**src/rtl/proc_run_pkg.sv**
```systemverilog
// Shared types and helpers for the PROCESADOR run controller.
package proc_run_pkg;

    typedef enum logic [2:0] {
        IDLE,
        HOLD,
        RUN,
        DONE,
        FAULT
    } run_state_e;

    // Window check is done at 33 bits so base+words cannot wrap the upper bound.
    function automatic logic in_out_window(input logic [31:0] addr,
                                           input logic [31:0] base,
                                           input logic [31:0] words);
        logic [32:0] lim;
        lim = {1'b0, base} + {1'b0, words};
        return (addr >= base) && ({1'b0, addr} < lim);
    endfunction

endpackage

```
**src/rtl/run_counter.sv**
```systemverilog
// Clearable, enabled up-counter that saturates at MAX and flags when it sits at TERM.
module run_counter #(
    parameter int unsigned W    = 8,
    parameter int unsigned MAX  = 255,
    parameter int unsigned TERM = 255
) (
    input  logic         clk,
    input  logic         rst,
    input  logic         clr,
    input  logic         en,
    output logic [W-1:0] cnt,
    output logic         term
);

    localparam logic [W-1:0] MAX_V  = W'(MAX);
    localparam logic [W-1:0] TERM_V = W'(TERM);

    always_ff @(posedge clk or posedge rst) begin
        if (rst) begin
            cnt <= '0;
        end else if (clr) begin
            cnt <= '0;
        end else if (en && (cnt != MAX_V)) begin
            cnt <= cnt + W'(1);
        end
    end

    assign term = (cnt == TERM_V);

endmodule

```
**src/rtl/proc_run_ctrl.sv**
```systemverilog
// Run controller: sequences core reset on start, counts RUN cycles and output
// writes, and reports completion (halt or full image) or timeout.
module proc_run_ctrl
    import proc_run_pkg::*;
#(
    parameter int unsigned       RST_HOLD   = 4,
    parameter int unsigned       CNT_W      = 32,
    parameter int unsigned       ADDR_W     = 16,
    parameter logic [ADDR_W-1:0] OUT_BASE   = 16'h4000,
    parameter int unsigned       OUT_WORDS  = 1024,
    parameter int unsigned       TIMEOUT    = 1_000_000,
    parameter logic [31:0]       HALT_INSTR = 32'hFFFF_FFFF,
    parameter int unsigned       PROG_STEP  = 256
) (
    input  logic                               clk,
    input  logic                               rst,
    input  logic                               start,
    input  logic [31:0]                        instr,
    input  logic                               dm_we,
    input  logic [ADDR_W-1:0]                  dm_addr,
    output logic                               core_rst,
    output logic                               running,
    output logic                               done,
    output logic                               timeout_err,
    output logic [CNT_W-1:0]                   cycles,
    output logic [$clog2(OUT_WORDS+1)-1:0]     pixels,
    output logic                               progress_tick
);

    localparam int unsigned PIX_W  = $clog2(OUT_WORDS + 1);
    localparam int unsigned HOLD_W = $clog2(RST_HOLD + 1);
    localparam int unsigned STEP_W = $clog2(PROG_STEP + 1);
    localparam logic [STEP_W-1:0] STEP_LAST = STEP_W'(PROG_STEP - 1);

    run_state_e state, state_nx;

    logic              launch, in_run, qwrite, halt_hit, done_cond, tmo;
    logic              hold_term, cyc_term, pix_term;
    logic [HOLD_W-1:0] hold_cnt_unused;
    logic [STEP_W-1:0] step_cnt;
    logic              core_rst_nx, running_nx, done_nx, timeout_err_nx;

    assign launch    = start && ((state == IDLE) || (state == DONE) || (state == FAULT));
    assign in_run    = (state == RUN);
    assign qwrite    = in_run && dm_we &&
                       in_out_window(32'(dm_addr), 32'(OUT_BASE), 32'(OUT_WORDS));
    assign halt_hit  = in_run && (instr == HALT_INSTR);
    assign done_cond = halt_hit || (qwrite && pix_term);
    assign tmo       = in_run && cyc_term;

    run_counter #(.W(HOLD_W), .MAX(RST_HOLD), .TERM(RST_HOLD)) u_hold (
        .clk  (clk),
        .rst  (rst),
        .clr  (launch),
        .en   (state == HOLD),
        .cnt  (hold_cnt_unused),
        .term (hold_term)
    );

    // Counts on the exit edge too, so the reported total includes the deciding cycle.
    run_counter #(.W(CNT_W), .MAX(TIMEOUT), .TERM(TIMEOUT - 1)) u_cycles (
        .clk  (clk),
        .rst  (rst),
        .clr  (launch),
        .en   (in_run),
        .cnt  (cycles),
        .term (cyc_term)
    );

    run_counter #(.W(PIX_W), .MAX(OUT_WORDS), .TERM(OUT_WORDS - 1)) u_pixels (
        .clk  (clk),
        .rst  (rst),
        .clr  (launch),
        .en   (qwrite),
        .cnt  (pixels),
        .term (pix_term)
    );

    always_ff @(posedge clk or posedge rst) begin
        if (rst) begin
            state       <= IDLE;
            core_rst    <= 1'b1;
            running     <= 1'b0;
            done        <= 1'b0;
            timeout_err <= 1'b0;
        end else begin
            state       <= state_nx;
            core_rst    <= core_rst_nx;
            running     <= running_nx;
            done        <= done_nx;
            timeout_err <= timeout_err_nx;
        end
    end

    always_comb begin
        state_nx = state;
        unique case (state)
            IDLE, DONE, FAULT: if (start) state_nx = HOLD;
            HOLD:              if (hold_term) state_nx = RUN;
            RUN: begin
                if (done_cond)  state_nx = DONE;
                else if (tmo)   state_nx = FAULT;
            end
            default:           state_nx = IDLE;
        endcase
    end

    // Decoded from the next state so the flag registers line up with the state register.
    always_comb begin
        core_rst_nx    = 1'b1;
        running_nx     = 1'b0;
        done_nx        = 1'b0;
        timeout_err_nx = 1'b0;
        unique case (state_nx)
            RUN: begin
                core_rst_nx = 1'b0;
                running_nx  = 1'b1;
            end
            DONE:    done_nx        = 1'b1;
            FAULT:   timeout_err_nx = 1'b1;
            default: ;
        endcase
    end

    // Modulo-PROG_STEP write counter; only qualifying RUN writes advance it.
    always_ff @(posedge clk or posedge rst) begin
        if (rst) begin
            step_cnt      <= '0;
            progress_tick <= 1'b0;
        end else begin
            progress_tick <= qwrite && (step_cnt == STEP_LAST);
            if (launch) begin
                step_cnt <= '0;
            end else if (qwrite) begin
                step_cnt <= (step_cnt == STEP_LAST) ? '0 : step_cnt + STEP_W'(1);
            end
        end
    end

endmodule

```
**config.mk**
```make
export PLATFORM = sky130hd
export DESIGN_NAME = proc_run_ctrl
export DESIGN_NICKNAME = d
export VERILOG_FILES = /design/src/rtl/proc_run_pkg.sv /design/src/rtl/run_counter.sv /design/src/rtl/proc_run_ctrl.sv
export SDC_FILE = /design/constraint.sdc
export NUM_CORES = 1
export LEC_CHECK = 0
export BUFFER_PORTS_ARGS = -buffer_cell sky130_fd_sc_hd__buf_2
export CAP_MARGIN = 20
export CORE_MARGIN = 10
export CORE_UTILIZATION = 43
export CTS_BUF_LIST = sky130_fd_sc_hd__clkbuf_2
export CTS_CLUSTER_SIZE = 24
export DETAILED_ROUTE_END_ITERATION = 16
export GPL_TIMING_DRIVEN = 0
export HOLD_SLACK_MARGIN = 0.02
export PLACE_DENSITY = 0.68
export SLEW_MARGIN = 20
export SYNTH_ARGS = -nofsm -noshare
export SYNTH_HDL_FRONTEND = slang
export SYNTH_HIERARCHICAL = 1
export SYNTH_SLANG_ARGS = --single-unit
```
**constraint.sdc**
```tcl
create_clock -name clk -period 6.2 [get_ports clk]
set_input_delay 1.24 -clock clk [delete_from_list [all_inputs] [get_ports clk]]
set_output_delay 1.24 -clock clk [all_outputs]
set_load 0.02 [all_outputs]
```
Word level (Yosys, flattened, before mapping)

Cells that the tools add are included.

$mul: 0
Order comparisons: 2
Reductions and logical operators: 20
Divide/modulo/power cells: 0
Equal/unequal tests: 15
Add/subtract/negate cells: 4
Bitwise operators: 0
Shift-type cells: 0
Multiplexer cells: 18

Operator list:

| cell                                                                                   | number |
|---|---|
| 32-bit two-way mux                                                                     | 2 |
| 32-bit by 1-bit adder with 32-bit output (second input constant)                       | 1 |
| 32-bit by 20-bit == test with 1-bit output (second input constant)                     | 1 |
| 32-bit == test (second input constant)                                                 | 1 |
| 32-bit by 20-bit != test with 1-bit output (second input constant)                     | 1 |
| 9-bit two-way mux                                                                      | 3 |
| 11-bit two-way mux                                                                     | 2 |
| 3-bit two-way mux                                                                      | 6 |
| 16-bit by 15-bit greater-or-equal comparator with 1-bit output (second input constant) | 1 |
| 16-bit by 15-bit < comparator with 1-bit output (second input constant)                | 1 |
| 3-bit by 2-bit == test with 1-bit output (second input constant)                       | 4 |
| 11-bit by 1-bit adder with 11-bit output (second input constant)                       | 1 |
| 11-bit by 10-bit == test with 1-bit output (second input constant)                     | 1 |
| 1-bit logical AND                                                                      | 11 |
| 11-bit != test (second input constant)                                                 | 1 |
| 9-bit by 1-bit adder with 9-bit output (second input constant)                         | 1 |
| 3-bit == test (second input constant)                                                  | 3 |
| 9-bit by 8-bit == test with 1-bit output (second input constant)                       | 1 |
| 3-bit case mux with 3 select lines                                                     | 1 |
| 2-bit nonzero test                                                                     | 4 |
| 1-bit two-way mux                                                                      | 4 |
| 3-bit by 1-bit adder with 3-bit output (second input constant)                         | 1 |
| 3-bit by 1-bit == test with 1-bit output (second input constant)                       | 1 |
| 3-bit zero test                                                                        | 1 |
| 3 further kinds                                                                        | 5 |

Flip-flop bits (word level): 63
Bits in writable memories: 0
Word-level logic and storage cells: 69
Bits in latches: 0
ROM bits: 0
Memories: 0

Longest topological paths before layout

Depth after elaboration: 9
Depth in mapped cells: 8
Mapped depth without buffers: 8

Cells and area by module

The synthesis kept the hierarchy.

By module, submodules not included:

| module                 | cells each | sequential area each (sq um) | times used | area each (sq um) |
|---|---|---|---|---|
| run_counter (u_cycles) | 201        | 800.8                        | 1          | 1855.5 |
| proc_run_ctrl          | 97         | 426.7                        | 1          | 940.9 |
| run_counter (u_pixels) | 71         | 275.3                        | 1          | 655.6 |
| run_counter (u_hold)   | 19         | 75.1                         | 1          | 201.4 |

Worst setup path before layout

OpenSTA, ideal clock, no wires.

Path kind: input to register
From: input start
To: register u_cycles.cnt[10]
Data required time: 6068 ps
Buffers on the path: 4
Cell stages on the path: 7
Arrival time: 2798 ps
Setup slack: 3270 ps
Cell sequence: nor3b_1 > a31o_2 > buf_2 > clkbuf_1 > clkbuf_1 > buf_1 > nor2_1

Cells in the longest elaborated chain, start to end: 2
Elaborated cells on any way between the ends: 3
Classes of those cells: 1 x mux; 2 x reduce/logical

RTL lines:

| what                                                            | line                | text |
|---|---|---|
| start, declared                                                 | proc_run_ctrl.sv:17 | `input logic start,` |
| 1-bit logical AND *                                             | proc_run_ctrl.sv:43 | `assign launch = start && ((state == IDLE) \|\| (state == DONE) \|\| (state == FAULT));` |
| net launch                                                      | proc_run_ctrl.sv:37 | `logic launch, in_run, qwrite, halt_hit, done_cond, tmo;` |
| 32-bit two-way mux / 2-bit nonzero test (equally long branches) | --                  |  |
| end signal, assigned                                            | run_counter.sv:24   | `cnt <= cnt + W'(1);` |
| end, declared                                                   | run_counter.sv:11   | `output logic [W-1:0] cnt,` |

The timed path passes the listed nets; every way through them passes the cells marked *.
A chain may end at the register's enable or synchronous reset.

Final worst setup path

From: input start
To: register u_cycles.cnt[6]

The elaborated chain is that of the path after synthesis.

==> metrics.cfg <==
[clock_tree]
numCtsBuffers=9
clk_pin_slew_ns=0.19
clock-sinks=63
clockRootBuffer=clkbuf_2
post-cts-setup-buffers=0
cts_resized=0
clock_latency_ns=0.47
ctsHoldBuffers=0
htreeDepth=3
clock_path_buffers=2
cts_tree=built

[drt]
first_iter_violations=122
via_per_inst=5.61
routedWlPerCell_um=15.7
totalWireLength_mm=9.40
dr.pass1.iters=6
ant_nets=0
vias=3355
route.detailed.drc=0

[timing]
post-route-period-util=0.502
fmax_mhz=322
setup_viol=0
slew_headroom=0.535
fin_crit_ns=3.11
drv_slew=0
grt_setup_unrepaired=false
fin_setup_tns_ns=0
tightest_slew_ns=0.697
finalHoldViolations=0
finalClockSkew_ns=0.0275

[floorplan]
initial_core_util=0.442
row_count=33
die_height_um=112
fp.dieW_um=112
core-area_um2=8260
ioPinCount=100
die-area_um2=12600

[final_layout]
antenna_cells=0
nNetsFinal=547
drive_above_1_share=0.272
instances_no_fill=598
syn_to_final_growth_pct=19.5
fillers=794

[power]
vdd.ir_drop.worst_uv=177
p_leak_nw=2.01
pwr_density_cell_nw_per_um2=231
p_total_w=0.00101

[critical_path]
cp-start-kind=primary input
cp.required_ns=6.54
worstPathArrival_ns=3.45
reg2reg_depth=7
worstSetupPathType=primary input to register
end_kind=register
cp_max_fo=23

[placed_design]
place.gp.congestion=0.860
place_inst=582
hpwl_mm=7.10
port_buffers=89

[grt]
grt_usage=0.151
grt_pass1_wl_mm=16.4
grt-ovfl-total=0
grt_max_degree=33
grt_pass1_vias=3492
antenna_found_initial=0

[yosys]
yosysUniqueCellTypes=56
synthArstFlopShare=1.00
ys_ff_latch=63
synth.net_count=447
syn-cell-area_um2=3650
yosysSeqAreaShare=0.432
yosys_most_used_dff=dfrtp_1
synth_enable_flop_cells=0
netlist_instances=388
ys_warn_count=6
postSynthAreaPerCell_um2=9.42

[flow_run]
cap_violations=0

[min_path]
hp-class=register to register
holdPathStages=1

[outcome]
outcome=finished clean

## logic make-up after synthesis
kind of cell             Yosys count  synth area share
AND/OR/NAND/NOR                  190             0.321
AO/OA/AOI/OAI                     69             0.118
flip-flops                        63             0.432
buffers and inverters             36            0.0435
XOR/XNOR                          13            0.0312
multiplexers                      10            0.0312
adder cells (fa/ha/maj)            7            0.0240
## power breakdown
group	switching, W	internal, W
Clock	0.000153	0.000134
Combinational	0.000151	0.000103
Sequential	0.0000292	0.000437
Total	0.000334	0.000675
## cells in the mapped netlist, drive strengths merged (4+ instances only)
master,number,area share
o31ai,15,0.031
o21ai,14,0.019
inv,19,0.020
a21oi,26,0.036
xor2,13,0.031
nor2b,12,0.021
nor3,6,0.0096
nand2,20,0.021
ha,7,0.024
dfrtp,62,0.42
nand3,20,0.032
buf,8,0.015
and2,5,0.0086
nand2b,4,0.0068
nor4,12,0.021
nand4,28,0.052
clkbuf,9,0.0092
or3,9,0.016
mux2,8,0.026
and3,5,0.0086
nor2,28,0.029
or4,16,0.034
nor4b,6,0.018
nor3b,4,0.011
## sequential cells by signal, summed over array words and instances, names as in the netlist, 3 cells and up
signal	flops
state	3
u_cycles/cnt	32
u_pixels/cnt	11
u_hold/cnt	3
step_cnt	9
## worst paths after layout
path | from | endpoint | slack (ns)
worst max-delay path | start | u_cycles/cnt[6] | 3.09
worst min-delay path | step_cnt[7] | step_cnt[7] | 0.51
worst max register to register | state[0] | u_cycles/cnt[6] | 3.45
worst min register to register | step_cnt[7] | step_cnt[7] | 0.51
max in group asynchronous | rst | u_cycles/cnt[27] | 4.85
min in group asynchronous | rst | u_hold/cnt[0] | 0.65
## through the flow
stage	setup slack (ns)	area, µm²	hold WS, ns	util
finish	3.09	4370	0.509	0.529
global route	2.75	4370	0.555	0.529
CTS	3.10	4370	0.514	0.529
detailed placement	2.54	4230	0.491	0.512
global placement	2.64	4230	0.480	0.512
floorplan	3.27	3650	0.450	-
## critical path: stages
cell      delay [ns]
buf_2           0.12
nor3b_1         0.27
a31o_2          0.15
buf_2           0.36
clkbuf_1        0.36
clkbuf_1        0.41
buf_1           0.44
nor2_1          0.09
## cell type report
cell class / count / area, µm² / area share
Buffer: 17 / 87.6 / 0.0201
Clock buffer: 10 / 50.0 / 0.0115
Clock inverter: 6 / 85.1 / 0.0195
Inverter: 19 / 71.3 / 0.0163
Multi-Input combinational cell: 289 / 1920 / 0.439
Sequential cell: 63 / 1580 / 0.361
Tap cell: 105 / 131 / 0.0301
Timing Repair Buffer: 89 / 445 / 0.102
## layer usage
layer / track usage / vias to the layer above / part of all wire
li1: - / 1648 / -
met1: 0.180 / 1596 / 0.45
met2: 0.255 / 105 / 0.47
met3: 0.0532 / 6 / 0.075
met4: 0.0372 / 0 / 0.0067
met5: 0 / - / 0
## layout by cell type, fill, tap and decap left out, drive strengths merged, types with 2 or more instances in the layout
master and n:
a21oi 26, and2 5, and2b 2, and3 5, and4 3, buf 97, bufinv 2, clkbuf 19
clkinv 4, dfrtp 62, ha 7, inv 19, mux2 8, mux2i 2, nand2 20, nand2b 4
nand3 20, nand3b 3, nand4 28, nor2 28, nor2b 12, nor3 6, nor3b 4, nor4 12
nor4b 6, o21a 3, o21ai 14, o31a 3, o31ai 15, o41ai 3, or3 9, or4 16
xor2 13
Note: power is estimated with default switching activity, not from simulation.
